$ cat config.mk
export PLATFORM = sky130hd
export DESIGN_NAME = oam_dma_ctrl
export DESIGN_NICKNAME = d
export VERILOG_FILES = /design/src/rtl/oam_dma_ctrl.sv
export SDC_FILE = /design/constraint.sdc
export NUM_CORES = 1
export LEC_CHECK = 0
export BUFFER_PORTS_ARGS = -buffer_cell sky130_fd_sc_hd__clkbuf_2
export CAP_MARGIN = 25
export CORE_UTILIZATION = 40
export DETAILED_ROUTE_END_ITERATION = 8
export HOLD_SLACK_MARGIN = 0.03
export MAX_ROUTING_LAYER = met4
export PLACE_DENSITY_LB_ADDON = 0.25
export SYNTH_ARGS = -nofsm -noshare
export SYNTH_HDL_FRONTEND = slang
export SYNTH_SLANG_ARGS = --single-unit
$ cat constraint.sdc
create_clock -name clk -period 7.14 [get_ports clk]
set_input_delay 0.714 -clock clk [delete_from_list [all_inputs] [get_ports clk]]
set_output_delay 0.714 -clock clk [all_outputs]
set_load 0.02 [all_outputs]
$ cat src/rtl/oam_dma_ctrl.sv
// Sprite DMA sequencer for the $4014 register: halts the CPU and copies LEN bytes of a CPU page
// into OAM. Optional status outputs (dma_count, dma_done) are built when OAM_DMA_STATUS_EN is set.
module oam_dma_ctrl #(
    parameter logic [15:0] DMA_REG_ADDR = 16'h4014,
    parameter int unsigned LEN          = 256
) (
    input  logic        clk,
    input  logic        reset,
    input  logic        cpu_ce,
    input  logic [15:0] cpu_addr,
    input  logic        cpu_we,
    input  logic [7:0]  cpu_wdata,
    input  logic        cpu_rw,
    output logic        cpu_rdy,
    output logic        dma_active,
    output logic [15:0] mem_addr,
    output logic        mem_rd,
    input  logic [7:0]  mem_rdata,
    output logic [7:0]  oam_data,
`ifdef OAM_DMA_STATUS_EN
    output logic [8:0]  dma_count,
    output logic        dma_done,
`endif
    output logic        oam_we
);

    typedef enum logic [2:0] {StIdle, StHalt, StAlign, StRead, StWrite, StDone} state_t;

    localparam logic [8:0] LastCount = 9'(LEN - 1);

    state_t      state_q, state_d;
    logic        parity_q, parity_d;
    logic [7:0]  page_q, page_d;
    logic [8:0]  count_q, count_d;
    logic        cpu_rdy_q, cpu_rdy_d;
    logic        dma_active_q, dma_active_d;
    logic [15:0] mem_addr_q, mem_addr_d;
    logic        mem_rd_q, mem_rd_d;
    logic [7:0]  oam_data_q, oam_data_d;
    logic        oam_we_q, oam_we_d;
`ifdef OAM_DMA_STATUS_EN
    logic        dma_done_q, dma_done_d;
`endif

    always_comb begin
        state_d      = state_q;
        parity_d     = parity_q ^ cpu_ce;
        page_d       = page_q;
        count_d      = count_q;
        cpu_rdy_d    = cpu_rdy_q;
        dma_active_d = dma_active_q;
        mem_addr_d   = mem_addr_q;
        mem_rd_d     = mem_rd_q;
        oam_data_d   = oam_data_q;
        oam_we_d     = 1'b0;
`ifdef OAM_DMA_STATUS_EN
        dma_done_d   = 1'b0;
`endif
        unique case (state_q)
            StIdle: begin
                if (cpu_ce && cpu_we && (cpu_addr == DMA_REG_ADDR)) begin
                    page_d    = cpu_wdata;
                    count_d   = 9'd0;
                    cpu_rdy_d = 1'b0;
                    state_d   = StHalt;
                end
            end
            StHalt: begin
                // CPU write cycles cannot be halted; wait for its stalled read.
                if (cpu_ce && cpu_rw) begin
                    dma_active_d = 1'b1;
                    state_d      = StAlign;
                end
            end
            StAlign: begin
                // Leave only when the next CPU cycle is a get cycle.
                if (cpu_ce && parity_q) begin
                    mem_rd_d   = 1'b1;
                    mem_addr_d = {page_q, count_q[7:0]};
                    state_d    = StRead;
                end
            end
            StRead: begin
                if (cpu_ce) begin
                    oam_data_d = mem_rdata;
                    mem_rd_d   = 1'b0;
                    state_d    = StWrite;
                end
            end
            StWrite: begin
                if (cpu_ce) begin
                    oam_we_d = 1'b1;
                    count_d  = count_q + 9'd1;
                    if (count_q == LastCount) begin
`ifdef OAM_DMA_STATUS_EN
                        dma_done_d = 1'b1;
`endif
                        state_d = StDone;
                    end else begin
                        mem_rd_d   = 1'b1;
                        mem_addr_d = {page_q, count_d[7:0]};
                        state_d    = StRead;
                    end
                end
            end
            StDone: begin
                cpu_rdy_d    = 1'b1;
                dma_active_d = 1'b0;
                state_d      = StIdle;
            end
            default: state_d = StIdle;
        endcase
    end

    always_ff @(posedge clk or posedge reset) begin
        if (reset) begin
            state_q      <= StIdle;
            parity_q     <= 1'b0;
            page_q       <= 8'd0;
            count_q      <= 9'd0;
            cpu_rdy_q    <= 1'b1;
            dma_active_q <= 1'b0;
            mem_addr_q   <= 16'd0;
            mem_rd_q     <= 1'b0;
            oam_data_q   <= 8'd0;
            oam_we_q     <= 1'b0;
`ifdef OAM_DMA_STATUS_EN
            dma_done_q   <= 1'b0;
`endif
        end else begin
            state_q      <= state_d;
            parity_q     <= parity_d;
            page_q       <= page_d;
            count_q      <= count_d;
            cpu_rdy_q    <= cpu_rdy_d;
            dma_active_q <= dma_active_d;
            mem_addr_q   <= mem_addr_d;
            mem_rd_q     <= mem_rd_d;
            oam_data_q   <= oam_data_d;
            oam_we_q     <= oam_we_d;
`ifdef OAM_DMA_STATUS_EN
            dma_done_q   <= dma_done_d;
`endif
        end
    end

    assign cpu_rdy    = cpu_rdy_q;
    assign dma_active = dma_active_q;
    assign mem_addr   = mem_addr_q;
    assign mem_rd     = mem_rd_q;
    assign oam_data   = oam_data_q;
    assign oam_we     = oam_we_q;
`ifdef OAM_DMA_STATUS_EN
    assign dma_count  = count_q;
    assign dma_done   = dma_done_q;
`endif

endmodule
==> summary.md, run 1 <==
The run gives 4.39 mm as the sum of routed wire length over all layers. Slew of the pin with the lowest slew margin: 0.880 ns. Registers are responsible for 48.0% of the overall power. The ratio of cells with drive above 1 in the final layout was 43.3%; the count of mapped cells out of synthesis was 200. After clock tree synthesis, the repair step resized 0 gates.

Summed over all layers, the global routing overflow is 0. The core region is 0.00554 mm². The worst vdd rail ir drop is 0.199 mV, and the arrival time at the worst endpoint is 2.83 ns. After synthesis, the netlist uses 51 different library cells.

The initial antenna violation count is 0, and the number of remaining DRC errors is 0. Per report_power, the combinational group accounts for 32.7% of the total. The share of flip-flops with an asynchronous set or reset was 100%; the largest buffer count on any clock path was 2. When the netlist entered floorplanning its net count stood at 241. Setup repair after global routing left no endpoint under its margin. The post-synthesis sequential area ratio was 52.9%. Largest delay contributor family on the critical path: simple AND/OR/NAND/NOR gates. The number of inserted diodes came out at 0. For this run, the leading register cell type out of synthesis is sky130_fd_sc_hd__dfrtp_1. The tools report the category of the worst setup path capture point as a flip-flop. The tools report the half-perimeter wire length after detailed placement as 3.09 mm. The number of global-route vias before repair was 1,599; the switching power share of the total was 36.9%.

The tools report the depth of the CTS H-tree as 2. The run finished with clean final reports. Once the floorplan was initialized, standard cells occupied 41.9% of the core. The mapped cell area is 0.00232 mm², and the detailed router's first-iteration violation count is 58. Row generation in the floorplan step produced 27 rows.

Among the stages of the critical path, the cell type that occurs most often is sky130_fd_sc_hd__ha_1. The critical path buffer and inverter count came out at 1. The leading area contributor after synthesis is sky130_fd_sc_hd__dfrtp_1. The tools report the yosys synthesis warning count as 0. TritonCTS built the clock tree. The number of hold-slack violations in the final timing report is 0. The analysis attributes to cell leakage a power of 1.32 nW. The share of the synthesized area in the top cell type is 51.7%. The number of buffers added to fix hold violations after cts came out at 0. Headroom to the max-slew limit came out at 41.0%. The width of the die is 78.2 µm, and the total clock buffers created by CTS is 5.

The slowest stage of the critical path is the sky130_fd_sc_hd__dfrtp_1 cell. Counting flops with a built-in enable in the synthesized netlist gives 0. The run gives 15.5% as the global-route usage over all layers.

Clock skew on the completed layout was measured at 0.00614 ns. Walking the worst path, the cells encountered are ha_1 -> nand3_1 -> nor2_1 -> and3_1 -> ha_1 -> nand4bb_1 -> a21oi_2 -> buf_4 -> mux2_2. The tools report the sum of negative setup slack as 0 ns. At the later pin of the worst-skew pair, clock insertion delay measures 0.30 ns. The run gives 1,717 as the count of vias placed by the detailed router. The die area came out at 0.00611 mm². The run gives 0.315 mW as the net switching power.

The number of I/O pins is 65, and the post-route minimum period is 2.64 ns. The synthesized design contains 49 register bits. The post-detailed-route via-to-cell ratio is 5.13, and the register clock-pin slew on the reported worst setup and hold paths is 0.09 ns.

The relative area change from synthesis to final layout is 20.5%. The final layout contains 303 nets. At the end of routability-driven placement, the weighted congestion stood at 0.753. The layout has 522 filler cells.

After layout, the worst path uses 36.9% of the clock period. For the cell-internal power, the log shows 0.538 mW. The highest attainable clock frequency is 379 MHz. The count of input and output buffers was 64.

The run gives 0 as the number of nets with antenna violations after detailed routing. At the worst endpoint, the required time is 7.33 ns. The critical path in this run is classified as flip-flop to flip-flop. The highest net fanout along the worst path was 19. The pin count of the biggest net entering global routing is 50. The path class of the lowest-slack min-delay path is primary input to async pin. Max-cap violations in this run came to 0. In the post-synthesis netlist, the biggest area contributors are sky130_fd_sc_hd__dfrtp_1 (52%), sky130_fd_sc_hd__mux2_2 (12%), sky130_fd_sc_hd__a21oi_1 (2.8%). The average wire per cell in the routed design came out at 13.1 µm.

The number of pins with negative max-slew slack in the final report was 0. The run gives 49 as the clock sink count. The global-route wire length before repair is 7.38 mm, and the total of endpoints with negative setup slack in the final report is 0. The tools report the total instance count after detailed placement as 326. STA classifies the critical path startpoint as a flip-flop. Of the total power, the clock network draws 19.3%. The power density over the cells was 305 mW/mm². The largest single stage delay on the critical path is 0.42 ns.

Excluding fillers, the count of instances in the completed layout stands at 335. The chip height is 78.2 µm, and the number of detailed-routing iterations run before antenna repair is 4. CTS placed an instance of sky130_fd_sc_hd__clkbuf_8 at the clock tree root. Once the clock tree was built, the setup fixing pass inserted 0 buffers. The synthesized area per cell works out to 11.6 µm².
[Yosys cell counts, types with 2 or more instances]
library cell	number
sky130_fd_sc_hd__dfrtp_1	48
sky130_fd_sc_hd__mux2_2	24
sky130_fd_sc_hd__nor2_1	15
sky130_fd_sc_hd__a21oi_1	13
sky130_fd_sc_hd__nand2_1	12
sky130_fd_sc_hd__inv_1	6
sky130_fd_sc_hd__clkbuf_1	5
sky130_fd_sc_hd__nor3_1	5
sky130_fd_sc_hd__o21ai_0	5
sky130_fd_sc_hd__xnor2_1	5
sky130_fd_sc_hd__ha_1	4
sky130_fd_sc_hd__buf_2	3
sky130_fd_sc_hd__nor2b_1	3
sky130_fd_sc_hd__o22ai_1	3
sky130_fd_sc_hd__o2bb2ai_1	3
sky130_fd_sc_hd__a21oi_2	2
sky130_fd_sc_hd__mux2i_1	2
sky130_fd_sc_hd__nand3b_1	2
sky130_fd_sc_hd__nand4_1	2
sky130_fd_sc_hd__nand4b_1	2
sky130_fd_sc_hd__nor3_2	2
sky130_fd_sc_hd__nor3b_1	2
sky130_fd_sc_hd__nor4_1	2
sky130_fd_sc_hd__o21a_1	2
sky130_fd_sc_hd__or4_1	2
[registers in the layout, summed over array words and instances (netlist names)]
register / flops
page_q: 8
oam_we: 1
mem_addr: 16
oam_data: 8
state_q: 3
cpu_rdy: 1
parity_q: 1
count_q: 9
mem_rd: 1
dma_active: 1
[power by group through the flow]
stage / combinational, mW / sequential [mW] / clock [mW]
after floorplan: 0.159 / 0.447 / 0
after global placement: 0.276 / 0.414 / 0
after detailed placement: 0.280 / 0.414 / 0
after CTS: 0.280 / 0.409 / 0.169
after global routing: 0.306 / 0.421 / 0.180
final: 0.278 / 0.409 / 0.165
[cells in the final DEF (no fill, tap or decap), drive strengths merged, types with 3 or more instances in the layout]
master / count
clkbuf: 69
dfrtp: 48
mux2: 25
nor2: 15
a21oi: 15
nand2: 12
inv: 8
nor3: 7
o21ai: 5
xnor2: 5
ha: 4
nor2b: 3
o2bb2ai: 3
o22ai: 3
or4: 3
[metrics by stage]
| step | power (mW) | util (%) | worst slack (ns) | instance area (µm²) | hold slack [ns] |
|---|---|---|---|---|---|
| after floorplan | 0.606 | - | 4.74 | 2320 | 0.443 |
| after global placement | 0.690 | 48.4 | 4.46 | 2680 | 0.454 |
| after detailed placement | 0.694 | 48.4 | 4.45 | 2680 | 0.460 |
| after CTS | 0.858 | 50.0 | 4.50 | 2770 | 0.482 |
| after global routing | 0.907 | 50.5 | 4.30 | 2800 | 0.479 |
| final | 0.852 | 50.5 | 4.50 | 2800 | 0.441 |
[cell families after synthesis]
logic type               after synthesis  share of synthesized area, %
multiplexers                          27                          13.1
AND/OR/NAND/NOR                       59                          15.5
flip-flops                            49                          52.9
adder cells (fa/ha/maj)                4                          2.16
AO/OA/AOI/OAI                         37                          10.5
XOR/XNOR                               6                          2.26
buffers and inverters                 18                          3.66
[metal layers]
layer | share of wire, % | track usage, %
met4 | 0.55 | 2.78
met2 | 47 | 23.7
met1 | 49 | 21.3
met5 | 0 | -
met3 | 4.2 | 3.84
[layout make-up]
class	count	area, µm²	share of cell area, %
clock buffers	5	68.8	2.46
flip-flops and latches	49	1230	43.9
repair buffers	66	355	12.7
clock inverters	3	21.3	0.760
multi-input cells	133	1010	36.1
inverters	7	26.3	0.939
well taps	72	90.1	3.22
[worst paths after layout]
kind	depth (start not counted)	end	slack [ns]	from
setup / recovery	9	mem_addr[10]	4.50	count_q[0]
hold / removal	2	oam_data[3]	0.44	reset
setup reg to reg	9	mem_addr[10]	4.50	count_q[0]
hold reg to reg	1	parity_q	0.48	parity_q
max in group asynchronous	3	cpu_rdy	6.11	reset
min in group clk	1	parity_q	0.48	parity_q
(Power assumes the default switching activity.)
==> inputs of run 2 (changes only) <==
--- a/config.mk
+++ b/config.mk
@@ -5,6 +5,7 @@
 export SDC_FILE = /design/constraint.sdc
 export NUM_CORES = 1
 export LEC_CHECK = 0
+export ABC_AREA = 1
 export BUFFER_PORTS_ARGS = -buffer_cell sky130_fd_sc_hd__clkbuf_2
 export CAP_MARGIN = 25
 export CORE_UTILIZATION = 40
==> constraint.sdc (replaced) <==
create_clock -name clk -period 2.57 [get_ports clk]
set_input_delay 0.257 -clock clk [delete_from_list [all_inputs] [get_ports clk]]
set_output_delay 0.257 -clock clk [all_outputs]
set_load 0.02 [all_outputs]
==> run 2 against run 1 <==
  * Fmax grew 27%
  * Critical path depth rose by 1
  * Via count grew 17%
  * Combinational power increased to 2.8 times the previous value
  * Register-to-register slack worse by 4.0 ns
  * Count of clock-buffer cells in the layout rose by 1
  * Setup slack worse by 4.0 ns
  * Routed wire length rose by 16%
  * Clock skew barely moved
  * Clock power rose to 3.3 times the previous value
  * Non-clock buffer count unchanged
  * Die area rose by 3.6%
  * Largest power group unchanged
==> summary.md, run 2 <==
The setup path with the least slack is of type flip-flop to flip-flop. The post-synthesis sequential area ratio was 51.0% (-1.9 points). The worst hold path begins at mem_rdata[1].

The relative max-transition margin is 67.3% (+26 points), and the total of endpoints with negative setup slack in the final report is 0 (unchanged). By count the netlist is led by sky130_fd_sc_hd__nand2_1 (131), sky130_fd_sc_hd__dfrtp_1 (48), sky130_fd_sc_hd__nand3_1 (34). The tools report the category of the worst setup path capture point as a flip-flop. The number of I/O pins was 65 (unchanged). The synthesized area per cell is 8.02 µm² (-31%), and the number of distinct library cells after synthesis is 28 (-45%). The power density over the cells was 795 mW/mm² (+160%). By area the synthesized netlist is led by sky130_fd_sc_hd__dfrtp_1 (50%), sky130_fd_sc_hd__nand2_1 (20%), sky130_fd_sc_hd__nand3_1 (7.1%). The most numerous cell type found on the critical path is sky130_fd_sc_hd__nand2_1.

TritonCTS built the clock tree. The global-route usage over all layers is 18.3% (+2.8 points). Post-route minimum period: 2.07 ns (-0.565 ns). The critical path goes through ha_1 -> nand2_1 -> nor2_1 -> nand3_1 -> nor2_1 -> ha_1 -> or2_4 -> a21oi_4 -> nand2_1 -> nand2_1. The proportion of synthesized area in mux cells was 0% (-13 points). Number of max-capacitance violations reported: 0 (unchanged). The complex-gate fraction of the synthesized area was 3.64% (-6.8 points); the number of hold-slack violations in the final timing report was 0 (unchanged). Slew of the pin with the lowest slew margin: 0.490 ns (-0.390 ns).

For the number of nets at the end of the flow, the log shows 408 (+35%). Routability-driven placement congestion ratio: 0.822 (+9.2%). For the global-route wire length before repair, the log shows 8.76 mm (+19%). The worst vdd rail ir drop was 0.351 mV (+77%). The xor/xnor cell area share of the yosys netlist was 0% (-2.3 points); the number of flip-flops in the largest register was 16 (unchanged).

For the largest buffer count on any clock path, the log shows 2 (unchanged). The pin count of the biggest net entering global routing came out at 31 (-38%). The largest stage delay on the critical path was 0.42 ns (about the same); the count of vias placed by the detailed router was 2,008 (+17%). The width of the die was 79.6 µm (+1.8%); the number of nets with antenna violations after detailed routing was 0 (unchanged). In this design, the largest share of critical-path delay is due to simple AND/OR/NAND/NOR gates. The total clock buffers created by CTS was 5 (unchanged); the relative area change from synthesis to final layout was 20.3%. The mapped cell area came out at 0.00241 mm² (+3.7%). The sum of routed wire length over all layers was 5.08 mm (+16%). The top cell types in the final layout, fill and taps aside, are sky130_fd_sc_hd__nand2_1 (131), sky130_fd_sc_hd__clkbuf_2 (64), sky130_fd_sc_hd__dfrtp_1 (48), sky130_fd_sc_hd__nand3_1 (34), sky130_fd_sc_hd__inv_1 (27).

The number of enable-type register cells in the synthesized netlist works out to 0 (unchanged). The share of the synthesized area in the top cell type is 49.9% (-1.8 points). Post-route clock period utilization: 80.6% (+44 points). The worst slack at placement is 0.509 ns (-3.95 ns). The share of flip-flops with an asynchronous set or reset works out to 100% (unchanged). The leftover overflow at the end of global routing is 0 (unchanged). The logs give 0.00102 mm² (+0.62%) for the total area of multi-input combinational cells and 2.31 ns (-0.52 ns) for the arrival time at the worst endpoint. For the number of pins with negative max-slew slack in the final report, the log shows 0 (unchanged). The run gives 0 (unchanged) as the yosys synthesis warning count. Most frequent standard cell in the layout excluding fill and tap cells: sky130_fd_sc_hd__nand2_1. The run finished with clean final reports. The leading area contributor after synthesis is sky130_fd_sc_hd__dfrtp_1.

The worst hold slack across all endpoints was 0.156 ns (-0.285 ns); the ratio of cells with drive above 1 in the final layout was 24.2% (-19 points). The leakage dissipation was 1.73 nW (+31%). The critical path buffer and inverter count is 0 (-1), and the number of nets in the synthesized netlist is 341 (+41%). The detailed router's first-iteration violation count was 145 (+150%).

The clock network latency to the later pin of the worst-skew pair was 0.29 ns (about the same); the count of input and output buffers was 64 (unchanged). For the total of fill cells in the finished design, the log shows 578 (+11%). The initial core utilization was 42.7% (+0.76 points); the post-route standard cell area excluding fillers was 0.00290 mm² (+3.4%). Number of core rows: 27 (unchanged). The run gives 0 (unchanged) as the initial antenna violation count.

The highest attainable clock frequency was 483 MHz (+27%). The arithmetic-cell share of the synthesized area counting full adders, half adders and majority gates works out to 2.08% (-0.076 points). The flip-flop and latch area is 0.00123 mm² (unchanged), and the number of inserted diodes is 0 (unchanged). The slowest stage of the critical path is the sky130_fd_sc_hd__dfrtp_1 cell. The launch point of the critical path is count_q[0]. The startpoint identified for the worst register-to-register timing path is count_q[0]. Leading register cell type out of synthesis: sky130_fd_sc_hd__dfrtp_1.

Highest net fanout along the worst path: 15 (-4). The post-detailed-route via-to-cell ratio works out to 4.56 (-11%). The combinational family with the most area after synthesis was simple AND/OR/NAND/NOR gates. Sum of negative setup slack: 0 ns (unchanged). STA classifies the critical path startpoint as a flip-flop. Setup repair after global routing left no endpoint under its margin.

The tools report the die area as 0.00633 mm² (+3.6%). The clock skew after layout is 0.00624 ns (+0.000103 ns), and the number of global-route vias before repair is 2,007 (+26%). Synthesized-area fraction occupied by and/or/nand/nor cells: 36.5% (+21 points). The run gives 0.00564 mm² (+1.8%) as the placeable core region. For the total power consumption of the routed design, the log shows 2.30 mW (+170%). The average wire per cell in the routed design was 11.5 µm (-12%); the number of setup buffers added after CTS was 0 (unchanged). The run gives 0 (unchanged) as the number of remaining DRC errors. The tree is rooted in a sky130_fd_sc_hd__clkbuf_8.

The register bit count reported by yosys came out at 49 (unchanged). By instance count, the leading cell after synthesis is sky130_fd_sc_hd__nand2_1. In this run the worst hold path is classified as primary input to flip-flop. The half-perimeter wire length after detailed placement is 3.78 mm (+22%). For the required time reported for the critical path endpoint, the log shows 2.81 ns (-4.52 ns).

The register clock-pin slew on the reported worst setup and hold paths is 0.09 ns (about the same), and the number of detailed-routing iterations run before antenna repair is 4 (unchanged). The logs give 2 (unchanged) for the depth of the CTS H-tree and 0.499 ns (-4.00 ns) for the final worst-path setup slack. For the clock sink count, the log shows 49 (unchanged).

The run gives 300 (+50%) as the count of mapped cells out of synthesis. The chip height was 79.6 µm (+1.8%); the total placed instance area was 0.00277 mm² (+3.5%).
run 2: cell types whose count changed in the layout (fill, tap and decap cells not counted), moves of 4 or more:
cell | before | now
sky130_fd_sc_hd__nor3_1 | 5 | 1
sky130_fd_sc_hd__mux2_2 | 24 | 0
sky130_fd_sc_hd__nand2_1 | 12 | 131
sky130_fd_sc_hd__xnor2_1 | 5 | 0
sky130_fd_sc_hd__a21oi_1 | 13 | 3
sky130_fd_sc_hd__nand3_1 | 1 | 34
sky130_fd_sc_hd__inv_1 | 5 | 27
run 2: what timing repair did:
item                       4_1_cts  5_1_grt
setup endpoints to repair        0        0
hold buffers                     1        0
gates resized for setup          0        0
hold endpoints to repair        18        0
run 2: worst paths after layout:
path	slack, ns	cells after the start	endpoint
max in group asynchronous	1.35	4	mem_addr[1]
worst max-delay path	0.50	10	mem_addr[15]
worst max register to register	0.50	10	mem_addr[15]
worst min register to register	0.47	2	cpu_rdy
worst min-delay path	0.16	3	oam_data[1]
min in group asynchronous	0.49	3	oam_data[4]
run 2: worst reg2reg max path: cells and delay by family (launching register included):
family	cells	cell delay, ns
and+or+nand+nor	7	0.79
DFF	1	0.42
AOI/OAI and AO/OA	1	0.40
adders and majority gates	2	0.41
run 2: layout make-up:
cell class | count | share of cell area, %
well taps | 72 | 3.11
flip-flops and latches | 49 | 42.4
clock inverters | 2 | 1.34
inverters | 30 | 3.89
multi-input cells | 215 | 35.1
clock buffers | 6 | 2.51
repair buffers | 66 | 11.7
run 2: logic make-up after synthesis:
family	after synthesis
simple gates	197
flops	49
buf+inv	36
compound gates	14
fa+ha+maj	4
run 2: where the power goes:
group | total (mW) | internal [mW] | switching, mW
Sequential | 0.994 | 0.884 | 0.110
Combinational | 0.767 | 0.241 | 0.525
Clock | 0.540 | 0.292 | 0.248
Total | 2.30 | 1.42 | 0.883
run 2: per-layer routing:
metal / global-route usage (%) / wire length [µm] / vias to the layer above
met5: - / 0 / -
met4: 3.82 / 32 / 0
met3: 3.77 / 182 / 4
met2: 31.3 / 2440 / 47
met1: 22.3 / 2430 / 886
li1: - / - / 1071
run 2: metrics by stage:
step,utilization [%],std cells
final,51.3,440
after global routing,51.3,440
after CTS,51.3,440
after detailed placement,49.2,431
after global placement,49.2,431
after floorplan,-,300
